[config.mk]
export PLATFORM = sky130hd
export DESIGN_NAME = kb_key_tracker_flat
export DESIGN_NICKNAME = d
export VERILOG_FILES = /design/src/rtl/kb_key_tracker_pkg.sv /design/src/rtl/kb_key_tracker_if.sv /design/src/rtl/kb_key_tracker_key_map.sv /design/src/rtl/kb_key_tracker.sv /design/src/flat_wrapper.sv
export SDC_FILE = /design/constraint.sdc
export NUM_CORES = 1
export LEC_CHECK = 0
export CORE_UTILIZATION = 55
export DETAILED_ROUTE_END_ITERATION = 8
export PLACE_DENSITY = 0.89
export SLEW_MARGIN = 20
export SYNTH_ARGS = -nofsm -noshare
export SYNTH_HDL_FRONTEND = slang
export SYNTH_SLANG_ARGS = --single-unit
export TNS_END_PERCENT = 10
[constraint.sdc]
create_clock -name clk -period 4.1 [get_ports clk]
set_input_delay 1.025 -clock clk [delete_from_list [all_inputs] [get_ports clk]]
set_output_delay 1.025 -clock clk [all_outputs]
set_load 0.05 [all_outputs]
[src/rtl/kb_key_tracker_pkg.sv]
// Shared key ids, PS/2 set-2 scan-code constants and prefix FSM encoding
// for the keyboard key tracker.
package kb_pkg;

  localparam int NUM_KEYS = 6;

  localparam logic [2:0] KEY_LEFT  = 3'd0;
  localparam logic [2:0] KEY_RIGHT = 3'd1;
  localparam logic [2:0] KEY_UP    = 3'd2;
  localparam logic [2:0] KEY_DOWN  = 3'd3;
  localparam logic [2:0] KEY_RESET = 3'd4;
  localparam logic [2:0] KEY_ENTER = 3'd5;

  localparam logic [7:0] SC_F0     = 8'hF0;
  localparam logic [7:0] SC_E0     = 8'hE0;
  localparam logic [7:0] SC_A      = 8'h1C;
  localparam logic [7:0] SC_D      = 8'h23;
  localparam logic [7:0] SC_W      = 8'h1D;
  localparam logic [7:0] SC_S      = 8'h1B;
  localparam logic [7:0] SC_R      = 8'h2D;
  localparam logic [7:0] SC_ENTER  = 8'h5A;

  localparam logic [7:0] SC_EXT_LEFT  = 8'h6B;
  localparam logic [7:0] SC_EXT_RIGHT = 8'h74;
  localparam logic [7:0] SC_EXT_UP    = 8'h75;
  localparam logic [7:0] SC_EXT_DOWN  = 8'h72;
  localparam logic [7:0] SC_EXT_ENTER = 8'h5A;

  typedef enum logic [1:0] {
    ST_IDLE    = 2'd0,
    ST_BRK     = 2'd1,
    ST_EXT     = 2'd2,
    ST_EXT_BRK = 2'd3
  } kb_state_e;

endpackage

[src/rtl/kb_key_tracker_if.sv]
// Byte stream in from ps2_rx and key state out to the game engine.
// master = byte source / key consumer, slave = the tracker.
interface kb_key_tracker_if;
  import kb_pkg::*;

  logic                scan_done_tick;
  logic [7:0]          scan_code;
  logic [NUM_KEYS-1:0] key_held;
  logic [NUM_KEYS-1:0] key_press;
  logic                prefix_busy;

  modport master (output scan_done_tick, scan_code,
                  input  key_held, key_press, prefix_busy);
  modport slave  (input  scan_done_tick, scan_code,
                  output key_held, key_press, prefix_busy);
endinterface

[src/rtl/kb_key_tracker_key_map.sv]
// Scan-code lookup shared by make and break paths: {ext, code} -> {hit, key_id}.
module kb_key_map
  import kb_pkg::*;
(
  input  logic       ext,
  input  logic [7:0] code,
  output logic       hit,
  output logic [2:0] key_id
);
  always_comb begin
    hit    = 1'b1;
    key_id = KEY_LEFT;
    if (ext) begin
      case (code)
        SC_EXT_LEFT:  key_id = KEY_LEFT;
        SC_EXT_RIGHT: key_id = KEY_RIGHT;
        SC_EXT_UP:    key_id = KEY_UP;
        SC_EXT_DOWN:  key_id = KEY_DOWN;
        SC_EXT_ENTER: key_id = KEY_ENTER;
        default:      hit    = 1'b0;
      endcase
    end else begin
      case (code)
        SC_A:     key_id = KEY_LEFT;
        SC_D:     key_id = KEY_RIGHT;
        SC_W:     key_id = KEY_UP;
        SC_S:     key_id = KEY_DOWN;
        SC_R:     key_id = KEY_RESET;
        SC_ENTER: key_id = KEY_ENTER;
        default:  hit    = 1'b0;
      endcase
    end
  end
endmodule

[src/rtl/kb_key_tracker.sv]
// PS/2 set-2 make/break decoder for the six game keys: held levels + press pulses.
// Define KB_AUTOREPEAT_EN to build per-key auto-repeat pulse generation.
module kb_key_tracker
  import kb_pkg::*;
#(
`ifdef KB_AUTOREPEAT_EN
  parameter int unsigned REPEAT_DELAY  = 50_000_000,
  parameter int unsigned REPEAT_PERIOD = 10_000_000,
`endif
  parameter int unsigned PREFIX_TIMEOUT = 500_000
) (
  input logic             clk,
  input logic             reset,
  kb_key_tracker_if.slave kbif
);
  localparam logic [NUM_KEYS-1:0] KEY_ONE = NUM_KEYS'(1);

  kb_state_e           state_q, state_d;
  logic [31:0]         to_cnt_q, to_cnt_d;
  logic [NUM_KEYS-1:0] held_q, held_d, press_q, press_d;
  logic [NUM_KEYS-1:0] key_vec, make_vec, brk_vec, rep_fire;
  logic                ext, hit;
  logic [2:0]          key_id;

  assign ext = (state_q == ST_EXT) || (state_q == ST_EXT_BRK);

  kb_key_map u_map (.ext(ext), .code(kbif.scan_code), .hit(hit), .key_id(key_id));

  assign key_vec = hit ? (KEY_ONE << key_id) : '0;

  always_ff @(posedge clk or posedge reset) begin
    if (reset) begin
      state_q  <= ST_IDLE;
      to_cnt_q <= '0;
      held_q   <= '0;
      press_q  <= '0;
    end else begin
      state_q  <= state_d;
      to_cnt_q <= to_cnt_d;
      held_q   <= held_d;
      press_q  <= press_d;
    end
  end

  // Prefix bytes never hit the map, so only the final byte of a sequence decodes.
  always_comb begin
    state_d  = state_q;
    to_cnt_d = to_cnt_q;
    if (kbif.scan_done_tick) begin
      to_cnt_d = '0;
      case (state_q)
        ST_IDLE: begin
          if (kbif.scan_code == SC_F0)      state_d = ST_BRK;
          else if (kbif.scan_code == SC_E0) state_d = ST_EXT;
        end
        ST_EXT:  state_d = (kbif.scan_code == SC_F0) ? ST_EXT_BRK : ST_IDLE;
        default: state_d = ST_IDLE;
      endcase
    end else if (state_q != ST_IDLE) begin
      if (to_cnt_q == PREFIX_TIMEOUT - 1) begin
        state_d  = ST_IDLE;
        to_cnt_d = '0;
      end else begin
        to_cnt_d = to_cnt_q + 32'd1;
      end
    end
  end

  always_comb begin
    make_vec = '0;
    brk_vec  = '0;
    if (kbif.scan_done_tick) begin
      if (state_q == ST_IDLE || state_q == ST_EXT) make_vec = key_vec;
      else                                          brk_vec  = key_vec;
    end
    held_d  = (held_q | make_vec) & ~brk_vec;
    press_d = (make_vec & ~held_q) | rep_fire;
  end

`ifdef KB_AUTOREPEAT_EN
  logic [NUM_KEYS-1:0][31:0] rep_cnt_q, rep_cnt_d;

  // Counter restarts at DELAY-PERIOD after each fire so later pulses are PERIOD apart.
  always_comb begin
    for (int k = 0; k < NUM_KEYS; k++) begin
      rep_fire[k]  = 1'b0;
      rep_cnt_d[k] = '0;
      if (held_q[k] && !brk_vec[k]) begin
        if (rep_cnt_q[k] == REPEAT_DELAY - 1) begin
          rep_fire[k]  = 1'b1;
          rep_cnt_d[k] = REPEAT_DELAY - REPEAT_PERIOD;
        end else begin
          rep_cnt_d[k] = rep_cnt_q[k] + 32'd1;
        end
      end
    end
  end

  always_ff @(posedge clk or posedge reset) begin
    if (reset) rep_cnt_q <= '0;
    else       rep_cnt_q <= rep_cnt_d;
  end
`else
  assign rep_fire = '0;
`endif

  assign kbif.key_held    = held_q;
  assign kbif.key_press   = press_q;
  assign kbif.prefix_busy = (state_q != ST_IDLE);
endmodule

[src/flat_wrapper.sv]
// flat-port wrapper written by rule: the top's interface ports become plain ports
module kb_key_tracker_flat import kb_pkg::*;
#(

  parameter int unsigned PREFIX_TIMEOUT = 500_000
)
  (clk, reset, kbif_scan_done_tick, kbif_scan_code, kbif_key_held, kbif_key_press, kbif_prefix_busy);
  kb_key_tracker_if kbif_i ();
  input logic clk;
  input logic reset;
  input wire logic [$bits(kbif_i.scan_done_tick)-1:0] kbif_scan_done_tick;
  input wire logic [$bits(kbif_i.scan_code)-1:0] kbif_scan_code;
  output wire logic [$bits(kbif_i.key_held)-1:0] kbif_key_held;
  output wire logic [$bits(kbif_i.key_press)-1:0] kbif_key_press;
  output wire logic [$bits(kbif_i.prefix_busy)-1:0] kbif_prefix_busy;
  assign kbif_i.scan_done_tick = kbif_scan_done_tick;
  assign kbif_i.scan_code = kbif_scan_code;
  assign kbif_key_held = kbif_i.key_held;
  assign kbif_key_press = kbif_i.key_press;
  assign kbif_prefix_busy = kbif_i.prefix_busy;
  kb_key_tracker #(.PREFIX_TIMEOUT(PREFIX_TIMEOUT)) u_core (.clk(clk), .reset(reset), .kbif(kbif_i));
endmodule
==> results.md, run 1 <==
- Status: complete, no violations
- Mux contribution to synthesized area: 0.0180
- Die W: between 60 and 70 um
- First-pass GRT wire length: 9300 um
- GR Layer Usage met1: 0.337
- CTS Buf Count: 5
- Maximum vdd drop: roughly 0.12 mV
- WHS: 0.468 ns
- Cell-by-cell listing of the critical path: clkdlybuf4s50_1 > nor4bb_1 > nand3b_1 > a21oi_1 > or2_2 > or3b_1 > mux2_2
- Fin crit share: 0.768
- Via density: 5.94
- FP Rows: 24
- Clock transition at path regs: 0.09 ns
- Worst Clk Skew: between 0.003 and 0.004 ns
- Worst Path Buf+Inv: 1
- Syn Area/Cell: between 9 and 10 um2
- Cts repair resizes: 0
- Htree depth: 2
- RSZ-0062 raised after global routing: no
- Worst-path maximum fanout: 9
- Post-Synth XOR/XNOR Area: 0.0978
- Largest family of logic cells by synthesized area: simple AND/OR/NAND/NOR gates
- Final HPWL DP: 3810 um
- Tightest Pin Transition: 0.570 ns
- Max Cap Violations: 0
- I/O pin total: 24
- Max Slew Vio Count: 0
- Main synth FF type: dfrtp_1
- Largest net degree at the start of global routing: between 40 and 50
- Hold buffer count at cts: 0
- Core Area: 4350 um2
- Layout cell share with drive strength beyond 1: 0.0743
- Endpoints failing setup: 0
- 1st-pass router iterations: 4
- Layout net count: 307
- CTS tree: yes
- Most Used Layer, Global Route: met2
- Cells after Synth: 270
- DRC: 0
- Hold crit path type: flip-flop to flip-flop
- Seq/Total Area, Yosys: 0.459
- Grt ovf: 0
- Synth Area in Simple Gates: 0.319
- Clock latency on the worst-skew pair: 0.30 ns
- Post-CTS setup repair buffer count: 0
- Vias: roughly 2,100
- CP max-delay cell: clkdlybuf4s50_1
- Synth Area in Compound Gates: 0.0688
- Final min period: between 3 and 4 ns
- Antenna diodes: 0
- Die area: 4840 um2
- Height of the die: approximately 70 um
- Leak: ~1.2 nW
- Fin Setup TNS: 0 ns
- Yosys cell types: between 40 and 50
- Most common cell after layout, fill and taps aside: dfrtp_1
- Post-synth EDFFs: 0
- Area growth syn-to-layout: 14.2%
- M2 GR Usage: 0.380
- Initial antenna violation count: 0
- Aggregate routed wire length: 5320 um
- CP required: about 4.3 ns
- Post-synthesis adder-cell area fraction: 0.00499
- Root Driver: clkbuf_8
- Synth warn: 0
- CP delay by family, top: simple AND/OR/NAND/NOR gates
- Most frequent cells in the layout: dfrtp_1, nor2_1, clkdlybuf4s50_1, nand2_1
- Critical Path End Type: flip-flop
- Ys async rst share: 1.00
- CTS max path bufs: 2
- GPL Wtd Cong: 0.946
- Sink Count: 46
- Initial core utilization: 0.576
- Syn nets: 282
- Fmax: 317 MHz
- Slowest stage delay, CP: 0.63 ns
- Wire per inst: 15.3 um
- Critical Path Source Type: input port
- CP arrival: 3.34 ns
- Number of synthesized register bits: 46
- Vias in the first global route: 1,968
- DR iter-0 viols: 286
- Final hold vios: 0
- Crit Path Class: input port to flip-flop
- Port buffer count: 23
- Met3 Use GR: 0.0349
- Synthesized cell area: 2510 um2
- Normalized max-slew margin: 0.620
- PwrDens: 290 nW/um2
- Final ANT Viol Nets: 0
- GR Util All Layers: 0.237
final cells by class:
| type | instances | area [um2] |
|---|---|---|
| Clock buffer | 5 | 68.8 |
| Tap cell | 52 | 65.1 |
| Sequential cell | 46 | 1150 |
| Fill cell | 342 | 1490 |
| Clock inverter | 3 | 21.3 |
| Multi-Input combinational cell | 207 | 1280 |
| Timing Repair Buffer | 25 | 245 |
| Inverter | 10 | 37.5 |
synthesized netlist by cell type, drive strengths merged (2+ instances only):
library cell | count | area (um2)
a211oi | 2 | 15.0
a21o | 4 | 30.0
a21oi | 4 | 23.8
and3 | 3 | 18.8
and4 | 4 | 36.3
buf | 2 | 16.3
clkbuf | 4 | 15.0
dfrtp | 46 | 1150
inv | 10 | 37.5
mux2 | 4 | 45.0
nand2 | 21 | 78.8
nand2b | 7 | 43.8
nand3 | 10 | 50.1
nand3b | 2 | 15.0
nand4 | 17 | 121
nor2 | 45 | 169
nor3 | 8 | 40.0
nor3b | 3 | 22.5
nor4 | 8 | 56.3
nor4b | 4 | 35.0
o21ai | 10 | 50.1
o22ai | 2 | 12.5
o31ai | 2 | 15.0
or3 | 7 | 50.1
or4 | 3 | 26.3
xnor2 | 12 | 105
xor2 | 16 | 140
power by group:
part / switching, mW / internal [mW] / leakage, nW / total, mW
Combinational: 0.0589 / 0.0317 / 0.496 / 0.0906
Sequential: 0.00538 / 0.460 / 0.639 / 0.465
Clock: 0.155 / 0.120 / 0.0441 / 0.275
Total: 0.219 / 0.611 / 1.18 / 0.830
worst paths after layout:
kind	from	slack, ns	endpoint	depth (start not counted)
hold reg to reg	u_core.kbif.key_held[0]$_DFF_PP0_	0.47	u_core.kbif.key_press[0]$_DFF_PP0_	1
min in group asynchronous	reset	1.16	u_core.to_cnt_q[16]$_DFFE_PP0P_	3
setup reg to reg	u_core.to_cnt_q[10]$_DFFE_PP0P_	1.85	u_core.to_cnt_q[9]$_DFFE_PP0P_	6
hold / removal	u_core.kbif.key_held[0]$_DFF_PP0_	0.47	u_core.kbif.key_press[0]$_DFF_PP0_	1
max in group asynchronous	reset	2.55	u_core.to_cnt_q[27]$_DFFE_PP0P_	3
setup / recovery	kbif_scan_code[4]	0.95	u_core.kbif.key_held[2]$_DFF_PP0_	7
routing by layer:
metal | vias to the layer above | routed length, um
met5 | - | 0
met4 | 0 | 57
met3 | 6 | 183
met2 | 46 | 2620
met1 | 1012 | 2460
li1 | 1004 | -
worst register-to-register path: stages, from the launching register on:
cell and delay (ns):
dfrtp_1 0.45, nor4b_1 0.45, nand4_1 0.16, nor4_1 0.44, a21o_1 0.23, buf_4 0.30, nor2_1 0.11
state kept, by name (all words and copies together) (netlist names):
signal / flops
u_core.to_cnt_q: 32
u_core.state_q: 2
u_core.kbif.key_press: 6
u_core.kbif.key_held: 6
kinds of logic (layout without fill, tap and decap cells):
family / Yosys count / in the layout
AO/OA/AOI/OAI: 27 / 27
AND/OR/NAND/NOR: 147 / 147
flip-flops: 46 / 46
XOR/XNOR: 28 / 28
adder cells (fa/ha/maj): 1 / 1
buffers and inverters: 17 / 43
multiplexers: 4 / 4
through the flow:
stage,utilization,area [um2],power (mW),worst slack [ns],std cells
finish,0.658,2870,0.830,0.950,348
global route,0.658,2870,0.858,0.741,348
CTS,0.658,2870,0.836,0.974,348
detailed placement,0.637,2780,0.565,0.649,340
global placement,0.637,2780,0.564,0.770,340
floorplan,-,2510,0.531,1.34,270
Note: power is estimated with default switching activity, not from simulation.
==> run 2: changes to the inputs <==
--- a/config.mk
+++ b/config.mk
@@ -5,9 +5,9 @@
 export SDC_FILE = /design/constraint.sdc
 export NUM_CORES = 1
 export LEC_CHECK = 0
-export CORE_UTILIZATION = 55
+export CORE_UTILIZATION = 51
 export DETAILED_ROUTE_END_ITERATION = 8
-export PLACE_DENSITY = 0.89
+export PLACE_DENSITY = 0.87
 export SLEW_MARGIN = 20
 export SYNTH_ARGS = -nofsm -noshare
 export SYNTH_HDL_FRONTEND = slang
==> constraint.sdc (replaced) <==
create_clock -name clk -period 2.6 [get_ports clk]
set_input_delay 0.65 -clock clk [delete_from_list [all_inputs] [get_ports clk]]
set_output_delay 0.65 -clock clk [all_outputs]
set_load 0.05 [all_outputs]
==> run 2 against run 1 <==
Against the previous run:
- register-to-register slack got worse by 1.5 ns
- worst hold slack improved by 0.0053 ns
- global-route usage fell by 0.34 points
- critical endpoint unchanged
- largest power group unchanged
==> results.md, run 2 (synthesis gave the netlist of run 1 again) <==
- Antenna diodes: 0
- DRC: 0
- Sw Share: 0.225
- Leak: between 1 and 1.5 nW
- Most frequent cells in the layout: dfrtp_1, nor2_1, clkdlybuf4s50_1, nand2_1, buf_4
- Tightest Pin Transition: 0.737 ns
- Layout net count: 327
- Worst Clk Skew: 0.00454 ns
- Maximum vdd drop: 0.270 mV
- Final min period: roughly 2.5 ns
- CTS tree: yes
- GR Util All Layers: 0.234
- CP arrival: 2.72 ns
- Wire per inst: approximately 14 um
- Final core occ: 0.661
- FF-to-FF Start: u_core.to_cnt_q[6]$_DFFE_PP0P_
- Most common cell after layout, fill and taps aside: dfrtp_1
- Normalized max-slew margin: 0.506
- Core Area: 4720 um2
- CTS Buf Count: 5
- CP startpoint: kbif_scan_code[5]
- Htree depth: 2
- Flop-to-flop setup slack: 0.34 ns
- Initial antenna violation count: 0
- Fin Setup TNS: 0 ns
- Final HPWL DP: 3950 um
- RSZ-0062 raised after global routing: yes
- Reg power frac: 0.472
- Tot Pwr: around 1.6 mW
- Hold_sp: u_core.kbif.key_held[3]$_DFF_PP0_
- Hold crit path type: flip-flop to flip-flop
- Gate power share: 0.109
- Aggregate routed wire length: 5500 um
- Grt ovf: 0
- Root Driver: clkbuf_8
- Crit Path Class: input port to flip-flop
- Fin area: 3120 um2
- Clock transition at path regs: 0.08 ns
- 1st-pass router iterations: 4
- Largest Register: u_core.to_cnt_q
- Post-DP Area: 2970 um2
- Final hold vios: 0
- PwrDens: 498 nW/um2
- Fin cells: 383
- Final WS setup: 0.0724 ns
- Max Slew Vio Count: 0
- DP Worst Slack: -0.280 ns
- Endpoints failing setup: 0
- Area growth syn-to-layout: 24.4%
- Sink Count: 46
- Hold buffer count at cts: 0
- Die area: between 5000 and 6000 um2
- Fin crit share: 0.972
- CTS max path bufs: 2
- First-pass GRT wire length: roughly 9500 um
- Worst-path maximum fanout: 5
- Height of the die: 72.1 um
- P_int: 1.20 mW
- Port buffer count: 23
- DR iter-0 viols: 158
- FP Rows: 25
- I/O pin total: 24
- Status: complete, no violations
- Largest net degree at the start of global routing: 29
- Switching power: 0.349 mW
- Critical Path Source Type: input port
- CP required: 2.79 ns
- Clock latency on the worst-skew pair: 0.30 ns
- Vias in the first global route: 2,056
- Cts repair resizes: 0
- Post-CTS setup repair buffer count: 0
- Vias: 2,137
- Initial core utilization: 0.531
- Fmax: 396 MHz
- Final ANT Viol Nets: 0
- Critical Path End Type: flip-flop
- WHS: 0.473 ns
- GPL Wtd Cong: 0.909
- Layout cell share with drive strength beyond 1: 0.142
- Max FFs per register: 32
- Die W: 72.1 um
- Placed cells: 375
- Clock power frac: 0.419
- Max Cap Violations: 0
- Via density: 5.58
- FILL cells: 351
-- run 2: area by class of cell --
type | count | area (um2) | area share
clock inverter | 2 | 60.1 | 0.0192
timing repair buffer | 45 | 418 | 0.134
inverter | 10 | 37.5 | 0.0120
sequential | 46 | 1150 | 0.369
clock buffer | 6 | 82.6 | 0.0265
tap | 67 | 83.8 | 0.0269
multi-input combinational | 207 | 1290 | 0.413
-- run 2: final timing paths --
path                                                       to  depth (start not counted)
min in group asynchronous   u_core.kbif.key_held[3]$_DFF_PP0_                          2
setup / recovery            u_core.kbif.key_held[2]$_DFF_PP0_                          7
hold reg to reg            u_core.kbif.key_press[3]$_DFF_PP0_                          1
setup reg to reg              u_core.to_cnt_q[26]$_DFFE_PP0P_                          5
hold / removal             u_core.kbif.key_press[3]$_DFF_PP0_                          1
max in group asynchronous     u_core.to_cnt_q[24]$_DFFE_PP0P_                          3
-- run 2: metal layers --
metal | global-route usage | vias up | part of all wire
met3 | 0.0444 | 11 | 0.031
met5 | 0 | - | 0
met1 | 0.318 | 1037 | 0.47
li1 | - | 1043 | -
met2 | 0.371 | 46 | 0.48
met4 | 0.0915 | 0 | 0.019
-- run 2: worst max-delay path: stages --
cell and delay (ns):
clkdlybuf4s50_1 0.53, nand2b_1 0.13, or3_1 0.38, a21oi_1 0.21, or2_2 0.15, or3b_1 0.37
mux2_2 0.29
-- run 2: power groups by stage --
stage | clock, mW | sequential (mW) | combinational (mW)
after global routing | 0.685 | 0.735 | 0.182
after global placement | 0 | 0.748 | 0.167
after detailed placement | 0 | 0.748 | 0.168
final | 0.650 | 0.734 | 0.169
after floorplan | 0 | 0.782 | 0.0560
after CTS | 0.657 | 0.734 | 0.169
